`config.mk`:
```
export PLATFORM = sky130hd
export DESIGN_NAME = fetch_queue
export DESIGN_NICKNAME = d
export VERILOG_FILES = /design/src/rtl/fetch_queue_pkg.sv /design/src/rtl/fq_fifo.sv /design/src/rtl/fetch_queue.sv
export SDC_FILE = /design/constraint.sdc
export NUM_CORES = 1
export LEC_CHECK = 0
export CAP_MARGIN = 30
export CELL_PAD_IN_SITES_DETAIL_PLACEMENT = 1
export CELL_PAD_IN_SITES_GLOBAL_PLACEMENT = 1
export CORE_AREA = 2 2 181 183
export CTS_CLUSTER_DIAMETER = 150
export DETAILED_ROUTE_END_ITERATION = 8
export DIE_AREA = 0 0 183 185
export GPL_TIMING_DRIVEN = 0
export PLACE_DENSITY = 0.79
export SLEW_MARGIN = 10
export SYNTH_ARGS = -nofsm -noshare
export SYNTH_HDL_FRONTEND = slang
export SYNTH_SLANG_ARGS = --single-unit
```
`constraint.sdc`:
```
create_clock -name clk -period 3.9 [get_ports clk]
set_input_delay 0.585 -clock clk [delete_from_list [all_inputs] [get_ports clk]]
set_output_delay 0.585 -clock clk [all_outputs]
set_load 0.05 [all_outputs]
```
`src/rtl/fetch_queue_pkg.sv`:
```
// Shared types and defaults for the instruction fetch queue.
package fetch_queue_pkg;

  parameter logic [31:0] FQ_RESET_PC = 32'h0000_0000;

  typedef struct packed {
    logic [31:0] pc;
    logic [31:0] instr;
  } fetch_entry_t;

  typedef enum logic {
    FQ_RUN   = 1'b0,
    FQ_DRAIN = 1'b1
  } fq_state_t;

endpackage

```
`src/rtl/fq_fifo.sv`:
```
// Synchronous DEPTH-entry FIFO of fetch entries; clear empties it in one cycle.
import fetch_queue_pkg::*;

module fq_fifo #(
  parameter int DEPTH = 4
) (
  input  logic                     clk,
  input  logic                     reset,
  input  logic                     push,
  input  logic                     pop,
  input  logic                     clear,
  input  fetch_entry_t             wdata,
  output fetch_entry_t             head,
  output logic                     full,
  output logic                     empty,
  output logic [$clog2(DEPTH):0]   count
);

  localparam int AW = $clog2(DEPTH);
  localparam int CW = AW + 1;

  fetch_entry_t   mem [DEPTH];
  logic [AW-1:0]  rd_ptr;
  logic [AW-1:0]  wr_ptr;
  logic           do_push;
  logic           do_pop;

  assign empty   = (count == CW'(0));
  assign full    = (count == CW'(DEPTH));
  assign do_pop  = pop & ~empty;
  assign do_push = push & (~full | do_pop);
  assign head    = mem[rd_ptr];

  // Entry storage, no reset needed since head is masked while empty.
  always_ff @(posedge clk) begin
    if (do_push && !clear) begin
      mem[wr_ptr] <= wdata;
    end
  end

  // Pointers and occupancy.
  always_ff @(posedge clk or posedge reset) begin
    if (reset) begin
      rd_ptr <= '0;
      wr_ptr <= '0;
      count  <= '0;
    end else if (clear) begin
      rd_ptr <= '0;
      wr_ptr <= '0;
      count  <= '0;
    end else begin
      if (do_push) begin
        wr_ptr <= wr_ptr + AW'(1);
      end
      if (do_pop) begin
        rd_ptr <= rd_ptr + AW'(1);
      end
      case ({do_push, do_pop})
        2'b10:   count <= count + CW'(1);
        2'b01:   count <= count - CW'(1);
        default: count <= count;
      endcase
    end
  end

endmodule

```
`src/rtl/fetch_queue.sv`:
```
// Instruction fetch queue: one outstanding imem request, redirect with drain of a stale response.
// Optional macro FETCH_QUEUE_STATS_EN adds the fetch_stall_cycles counter output.
import fetch_queue_pkg::*;

module fetch_queue #(
  parameter int          DEPTH    = 4,
  parameter logic [31:0] RESET_PC = FQ_RESET_PC
) (
  input  logic        clk,
  input  logic        reset,
  input  logic        redirect,
  input  logic [31:0] redirect_pc,
  input  logic        stallD,
  output logic        imem_req,
  output logic [31:0] imem_addr,
  input  logic        imem_ack,
  input  logic [31:0] imem_rdata,
  output logic [31:0] InstrD,
  output logic [31:0] PCD,
  output logic [31:0] PCPlus4D,
  output logic        validD
`ifdef FETCH_QUEUE_STATS_EN
  ,
  output logic [31:0] fetch_stall_cycles
`endif
);

  localparam int          CW      = $clog2(DEPTH) + 1;
  localparam logic [31:0] PC_MASK = 32'hFFFF_FFFC;

  fq_state_t     state;
  fq_state_t     next_state;
  logic [31:0]   fetch_pc;
  logic [31:0]   next_fetch_pc;
  logic [31:0]   pending_pc;
  logic [31:0]   next_pending_pc;
  logic [31:0]   target_pc;
  logic          ack;
  logic          push;
  logic          pop;
  logic          full;
  logic          empty;
  logic [CW-1:0] count;
  fetch_entry_t  new_entry;
  fetch_entry_t  head;

  assign target_pc = redirect_pc & PC_MASK;
  assign imem_req  = ~reset & ((state == FQ_DRAIN) | (count < CW'(DEPTH)));
  assign imem_addr = fetch_pc;
  assign ack       = imem_req & imem_ack;
  assign push      = (state == FQ_RUN) & ack & ~redirect & ~full;
  assign pop       = ~empty & ~stallD & ~redirect;
  assign new_entry = '{pc: fetch_pc, instr: imem_rdata};

  fq_fifo #(.DEPTH(DEPTH)) u_fifo (
    .clk   (clk),
    .reset (reset),
    .push  (push),
    .pop   (pop),
    .clear (redirect),
    .wdata (new_entry),
    .head  (head),
    .full  (full),
    .empty (empty),
    .count (count)
  );

  assign validD   = ~empty;
  assign InstrD   = validD ? head.instr : 32'h0000_0000;
  assign PCD      = validD ? head.pc : 32'h0000_0000;
  assign PCPlus4D = validD ? (head.pc + 32'd4) : 32'h0000_0000;

  // Fetch FSM state and address registers.
  always_ff @(posedge clk or posedge reset) begin
    if (reset) begin
      state      <= FQ_RUN;
      fetch_pc   <= RESET_PC & PC_MASK;
      pending_pc <= 32'h0000_0000;
    end else begin
      state      <= next_state;
      fetch_pc   <= next_fetch_pc;
      pending_pc <= next_pending_pc;
    end
  end

  // A redirect that catches a request in flight must let that response land before moving on.
  always_comb begin
    next_state      = state;
    next_fetch_pc   = fetch_pc;
    next_pending_pc = pending_pc;
    case (state)
      FQ_RUN: begin
        if (redirect) begin
          if (imem_req && !imem_ack) begin
            next_state      = FQ_DRAIN;
            next_pending_pc = target_pc;
          end else begin
            next_fetch_pc = target_pc;
          end
        end else if (ack) begin
          next_fetch_pc = fetch_pc + 32'd4;
        end else begin
          next_fetch_pc = fetch_pc;
        end
      end
      FQ_DRAIN: begin
        if (redirect) begin
          next_pending_pc = target_pc;
        end else begin
          next_pending_pc = pending_pc;
        end
        if (ack) begin
          next_state    = FQ_RUN;
          next_fetch_pc = redirect ? target_pc : pending_pc;
        end else begin
          next_state = FQ_DRAIN;
        end
      end
      default: begin
        next_state = FQ_RUN;
      end
    endcase
  end

`ifdef FETCH_QUEUE_STATS_EN
  // Saturating count of cycles with nothing for decode.
  always_ff @(posedge clk or posedge reset) begin
    if (reset) begin
      fetch_stall_cycles <= 32'h0000_0000;
    end else if (!validD && (fetch_stall_cycles != 32'hFFFF_FFFF)) begin
      fetch_stall_cycles <= fetch_stall_cycles + 32'd1;
    end else begin
      fetch_stall_cycles <= fetch_stall_cycles;
    end
  end
`endif

endmodule

```
# Word-level counts from Yosys, hierarchy flattened
# Memories as Yosys holds them, arrays and structs flattened.
# Index checks and enable logic that the tools add are counted.
[totals]
ff_bits = 72
mem_bits_rw = 256
in_bits = 69
output_inout_bits = 130
elab_cells = 73
memories = 1
[mem_list]
columns = ["memory", "words", "word_bits", "rd", "rd_clocked_by_memory_dff", "wr", "line", "source"]
rows = [
  ["u_fifo.mem", 4, 64, 1, 0, 1, "fq_fifo.sv:22", "fetch_entry_t mem [DEPTH];"],
]
[classes]
addsub = 6
n_lt_le_gt_ge = 1
n_eq_ne = 8
n_mux = 24
n_bitwise = 17
n_reduce_logical = 10
[ops]
columns = ["op", "n"]
rows = [
  ["32-bit 2-to-1 mux", 10],
  ["32-bit case mux with 2 select lines", 2],
  ["32-bit by 3-bit adder with 32-bit output (second input constant)", 2],
  ["1-bit bitwise AND", 9],
  ["2-bit 2-to-1 mux", 4],
  ["3-bit inequality test (second input constant)", 2],
  ["1-bit NOT", 6],
  ["3-bit case mux with 2 select lines", 1],
  ["1-bit 2-to-1 mux", 5],
  ["2-bit by 1-bit adder with 2-bit output (second input constant)", 2],
  ["2-bit by 1-bit inequality test with 1-bit output (second input constant)", 2],
  ["2-bit nonzero test", 2],
  ["3-bit by 1-bit adder with 3-bit output (second input constant)", 1],
  ["3-bit == test (second input constant)", 1],
  ["3-bit zero test", 1],
  ["3-bit < comparator (second input constant)", 1],
  ["3-bit 2-to-1 mux", 1],
  ["3-bit AND reduction", 1],
  ["3-bit nonzero test", 1],
  ["3-bit by 1-bit subtractor with 3-bit output (second input constant)", 1],
  ["2-bit by 1-bit == test with 1-bit output (second input constant)", 1],
  ["2-bit == test (second input constant)", 1],
  ["1-bit logical AND", 2],
  ["1-bit zero test", 2],
  ["4 further kinds", 5],
]

# Depth between registers and ports, before layout
[depth]
word_depth = 11
ltp_mapped = 10
depth_no_buf = 8

# Hierarchy
# Synthesis repeated with hierarchy kept, for this count alone.
[unflattened]
hier_cells = 966
area_unflattened_um2 = 14508.9
[modules_own_cells]
columns = ["module", "instances", "cells_each", "area_per_inst_um2", "seq_area_each_um2"]
rows = [
  ["fq_fifo", 1, 399, 9793.1, 7862.5],
  ["fetch_queue", 1, 567, 4715.8, 1626.6],
]

# Worst setup path before layout
# No wires, ideal clock.
[synth_timing]
path_type = "in2reg"
from = "in reset"
to = "mem u_fifo.mem[0][0] in the netlist's numbering, enable pin"
setup_ps = 429
arrival_time_ps = 4659
required_time_ps = 3471
slack_ps = -1188
path_stages = 5
path_buffers = 1
path_cell_list = "inv_1 > nand2_1 > nor3_1 > clkbuf_1 > and2_1"
[synth_via]
elab_chain_len = 10
[synth_rtl]
columns = ["element", "line", "source"]
rows = [
  ["start, declared", "fetch_queue.sv:10", "input logic reset,"],
  ["1-bit NOT", "fetch_queue.sv:48", "assign imem_req = ~reset & ((state == FQ_DRAIN) | (count < CW'(DEPTH)));"],
  ["1-bit bitwise AND", "fetch_queue.sv:48", ""],
  ["1-bit bitwise AND", "fetch_queue.sv:50", "assign ack = imem_req & imem_ack;"],
  ["1-bit bitwise AND (3 in a row)", "fetch_queue.sv:51", "assign push = (state == FQ_RUN) & ack & ~redirect & ~full;"],
  ["1-bit bitwise AND", "fq_fifo.sv:31", "assign do_push = push & (~full | do_pop);"],
  ["1-bit logical AND", "fq_fifo.sv:36", "if (do_push && !clear) begin"],
  ["1-bit 2-to-1 mux", "fq_fifo.sv:36", ""],
  ["1-bit 2-to-1 mux (implied by the code)", "fq_fifo.sv:37", "mem[wr_ptr] <= wdata;"],
  ["end, declared", "fq_fifo.sv:22", ""],
]
# No other way between the ends.

# Final worst setup path
[layout_timing]
from = "reg u_fifo.rd_ptr[0]"
to = "out PCPlus4D[4]"
[layout_via]
elab_chain_len = 3
[layout_rtl]
columns = ["element", "line", "source"]
rows = [
  ["start, declared", "fq_fifo.sv:23", "logic [AW-1:0] rd_ptr;"],
  ["start signal, assigned", "fq_fifo.sv:56", "rd_ptr <= rd_ptr + AW'(1);"],
  ["memory 4 x 64 bit", "--", ""],
  ["32-bit by 3-bit adder with 32-bit output", "fetch_queue.sv:71", "assign PCPlus4D = validD ? (head.pc + 32'd4) : 32'h0000_0000;"],
  ["32-bit 2-to-1 mux", "fetch_queue.sv:71", ""],
  ["end, declared", "fetch_queue.sv:20", "output logic [31:0] PCPlus4D,"],
]
# No other way between the ends.

==> reports/qor.yml <==
power.leakage_nw: 6.639
path_cells: "buf_6 -> buf_12 -> buf_8 -> mux4_2 -> ha_4 -> xnor2_1 -> nor2_1 -> clkdlybuf4s50_1"
critPathSlowestCell: "clkdlybuf4s50_1"
end_kind: "primary output"
firstDrtPassIters: 5
die_h_um: 185
worstSetupStartpoint: "u_fifo.rd_ptr[0]"
rrSetupSlack_ps: 640
place_congestion: 0.8456
synth.net_count: 1027
remaining_drc_errors: 0
cts_tree: "built"
grt_antenna_before_repair: 0
crit_end: "PCPlus4D[4]"
power_frac_clock_pct: 28.2
htree_levels: 2
grt_max_degree: 37
setup_tns_ps: 0
antenna_cells: 0
synth_ff_type: "edfxtp_1"
skew_ps: 23.45
worstSetupPathType: "reg -> out"
wl_per_cell_um: 24.45
hold_viol: 0
portBuffers: 196
drtAntennaViolNets: 0
rows: 66
synth_area_per_cell_um2: 15.21
place_area_um2: 17070
yosys.area.top_type_share_pct: 53.15
syn2layout_area_growth_pct: 26.46
synth_area_um2: 14460
fill_cells: 3029
period_needed_ps: 3834
power_density_nw_per_um2: 674.1
seq_area_frac_synth_pct: 65.61
holdCritPathClass: "reg -> reg"
initial_core_util_pct: 45.14
status: "finished, final reports clean"
synth_seq_cells: 328
layout-drive-gt1-share_pct: 18.77
p_int_mw: 7.630
rsz0062_at_grt: "yes"
cts_num_sinks: 328
first_global_vias: 9945
cp_max_fo: 10
synthTopCellsByArea: "edfxtp_1 53%, dfrtp_1 12%, mux4_2 7.6%, mux2_2 2.8%, and2_1 2.8%"
ctsHoldBuffers: 0
cap_violations: 0
num-nets-final: 1269
r2r_cells: 7
combPwrFrac_pct: 35.6
max_freq_mhz: 260.9
die_area_um2: 33860
yosysWarningCount: 0
rr_startpoint: "state"
setup_viol: 0
tightest_slew_ps: 1091
cts.reportedPaths.clkPinSlew_ps: 60
total_power_mw: 12.33
multiInputGateArea_um2: 4648
clock_path_buffers: 3
gr-total-overflow: 0
cts_root_buf: "clkbuf_16"
yosysTopAreaCell: "edfxtp_1"
fin_crit_sh_pct: 98.30
worstPathRequired_ps: 3310
arrival_ps: 3250
drt-total-wl_mm: 39.80
clock_latency_ps: 520
slowest_delay_ps: 850
synth_cell_types: 63
synth-async-reset-ratio_pct: 21.95
io_pins: 199
viasPerCell: 5.764
synthCells: 951
ir_drop_uv: 338.8
grt_pass1_wl_mm: 60.14
numCtsBuffers: 36
synth_edf_count: 256
finalMaxSlewViolations: 0
p_seq_share_pct: 36.3
grt_usage_pct: 23.52
die_x_um: 183
first_iter_violations: 841
slew_headroom_pct: 27.30
coreArea_um2: 32040
hpwl_mm: 27.88
fin_area_um2: 18290
vias: 9384
r2r_end: "u_fifo.mem[0][20]"
sw_frac_of_total_pct: 38.11
start_kind: "flip-flop"
regArea_um2: 9490
total_switching_power_mw: 4.698
==> kinds of logic after synthesis <==
logic type	after synthesis	share of synthesized area [%]
flip-flops	328	65.61
AND/OR/NAND/NOR	264	10.02
AO/OA/AOI/OAI	144	5.831
multiplexers	106	13.47
buffers and inverters	72	2.595
XOR/XNOR	30	1.817
adder cells (fa/ha/maj)	7	0.6575
==> cells in the mapped netlist, types with 2 or more instances <==
master / number
or3_1: 2
buf_12: 2
nor3_1: 10
and4_1: 3
o22ai_1: 2
a22o_1: 3
nor2_1: 76
nor4_4: 3
nor4_2: 2
dfrtp_1: 72
edfxtp_1: 256
nand4_1: 8
buf_6: 3
a21oi_1: 43
mux2_2: 36
a211oi_1: 5
and2_1: 64
nor4_1: 5
mux4_2: 49
or3_2: 2
mux2i_1: 6
a31oi_1: 14
mux4_1: 14
o21ai_0: 53
o311ai_0: 2
buf_1: 6
clkbuf_8: 2
a221oi_1: 2
nand3_1: 18
a22oi_1: 6
inv_1: 15
xor2_1: 12
buf_2: 6
clkbuf_1: 33
xnor2_1: 18
o31ai_1: 3
nand2_1: 44
ha_1: 6
or2_2: 2
buf_4: 3
nand4_4: 2
and3_1: 11
o31a_1: 3
o22a_1: 2
nor3_2: 4
==> sequential cells by signal, indices dropped and copies added, names as in the netlist <==
name / flops
u_fifo.count: 3
pending_pc: 32
u_fifo.mem: 256
u_fifo.wr_ptr: 2
u_fifo.rd_ptr: 2
imem_addr: 32
state: 1
==> critical path, delay by kind of cell, from the launching register on <==
family,cells,cell delay [ps]
XOR/XNOR,1,120
AND/OR/NAND/NOR,1,80
adder cells (fa/ha/maj),1,220
flip-flops,1,370
multiplexers,1,610
buffers and inverters,4,1310
==> routing by layer <==
layer	wire length (µm)	vias to the layer above	share of wire (%)	GRT usage (%)
met5	0	-	0	0
met1	16630	4822	42	31.08
li1	-	4128	-	-
met4	1236	0	3.1	8.032
met3	2313	81	5.8	3.677
met2	19620	353	49	39.92
==> how the worst min path moves through the flow <==
| stage | startpoint | endpoint | slack, ps | cells after the start |
|---|---|---|---|---|
| after detailed placement | pending_pc[0] | pending_pc[0] | 460 | 1 |
| after CTS | pending_pc[0] | pending_pc[0] | 480 | 1 |
| after global placement | pending_pc[0] | pending_pc[0] | 460 | 1 |
| after global routing | reset | imem_addr[31] | 510 | 2 |
| after floorplan | pending_pc[0] | pending_pc[0] | 440 | 1 |
| final | pending_pc[0] | pending_pc[0] | 470 | 1 |
==> power by group through the flow <==
stage                     logic (mW)  clock network [mW]  registers [mW]
final                           4.38                3.47            4.47
after global routing            4.61                3.65            4.50
after CTS                       4.42                3.52            4.46
after detailed placement        4.51                   0            4.53
after global placement          4.41                   0            4.49
after floorplan                 2.67                   0            4.70
==> cell usage in the layout, fill, tap and decap left out, types with 16 or more instances in the layout <==
cell / instances
mux4_2: 52
a21oi_1: 43
nand3_1: 16
clkbuf_1: 36
mux2_2: 36
edfxtp_1: 256
dfrtp_1: 71
clkdlybuf4s50_1: 125
and2_1: 60
clkbuf_16: 38
o21ai_0: 53
xnor2_1: 18
dlygate4sd2_1: 35
nor2_1: 74
nand2_1: 44
==> metrics by stage <==
step	hold slack (ps)	util, %	cells	setup WS [ps]
finish	474.4	57.08	1628	66.38
floorplan	444.3	-	951	346.6
detailed placement	464.1	53.29	1562	-235.5
CTS	481.9	57.04	1628	-30.28
global route	512.9	57.08	1628	-2.032
global placement	463.9	52.88	1555	-1613
==> final cells by class <==
class	count	share of cell area, %
flip-flops and latches	328	51.89
multi-input cells	551	25.42
well taps	408	2.791
clock buffers	48	5.514
repair buffers	204	11.07
inverters	16	0.3489
plain buffers	56	1.847
clock inverters	17	1.122
==> repair_timing <==
action | 4_1_cts | 5_1_grt
pin swaps | 1 | 2
setup endpoints to repair | 71 | 34
buffers inserted | 1 | 0
resized for setup | 133 | 40
No activity file was read; power rests on OpenSTA's default activity.
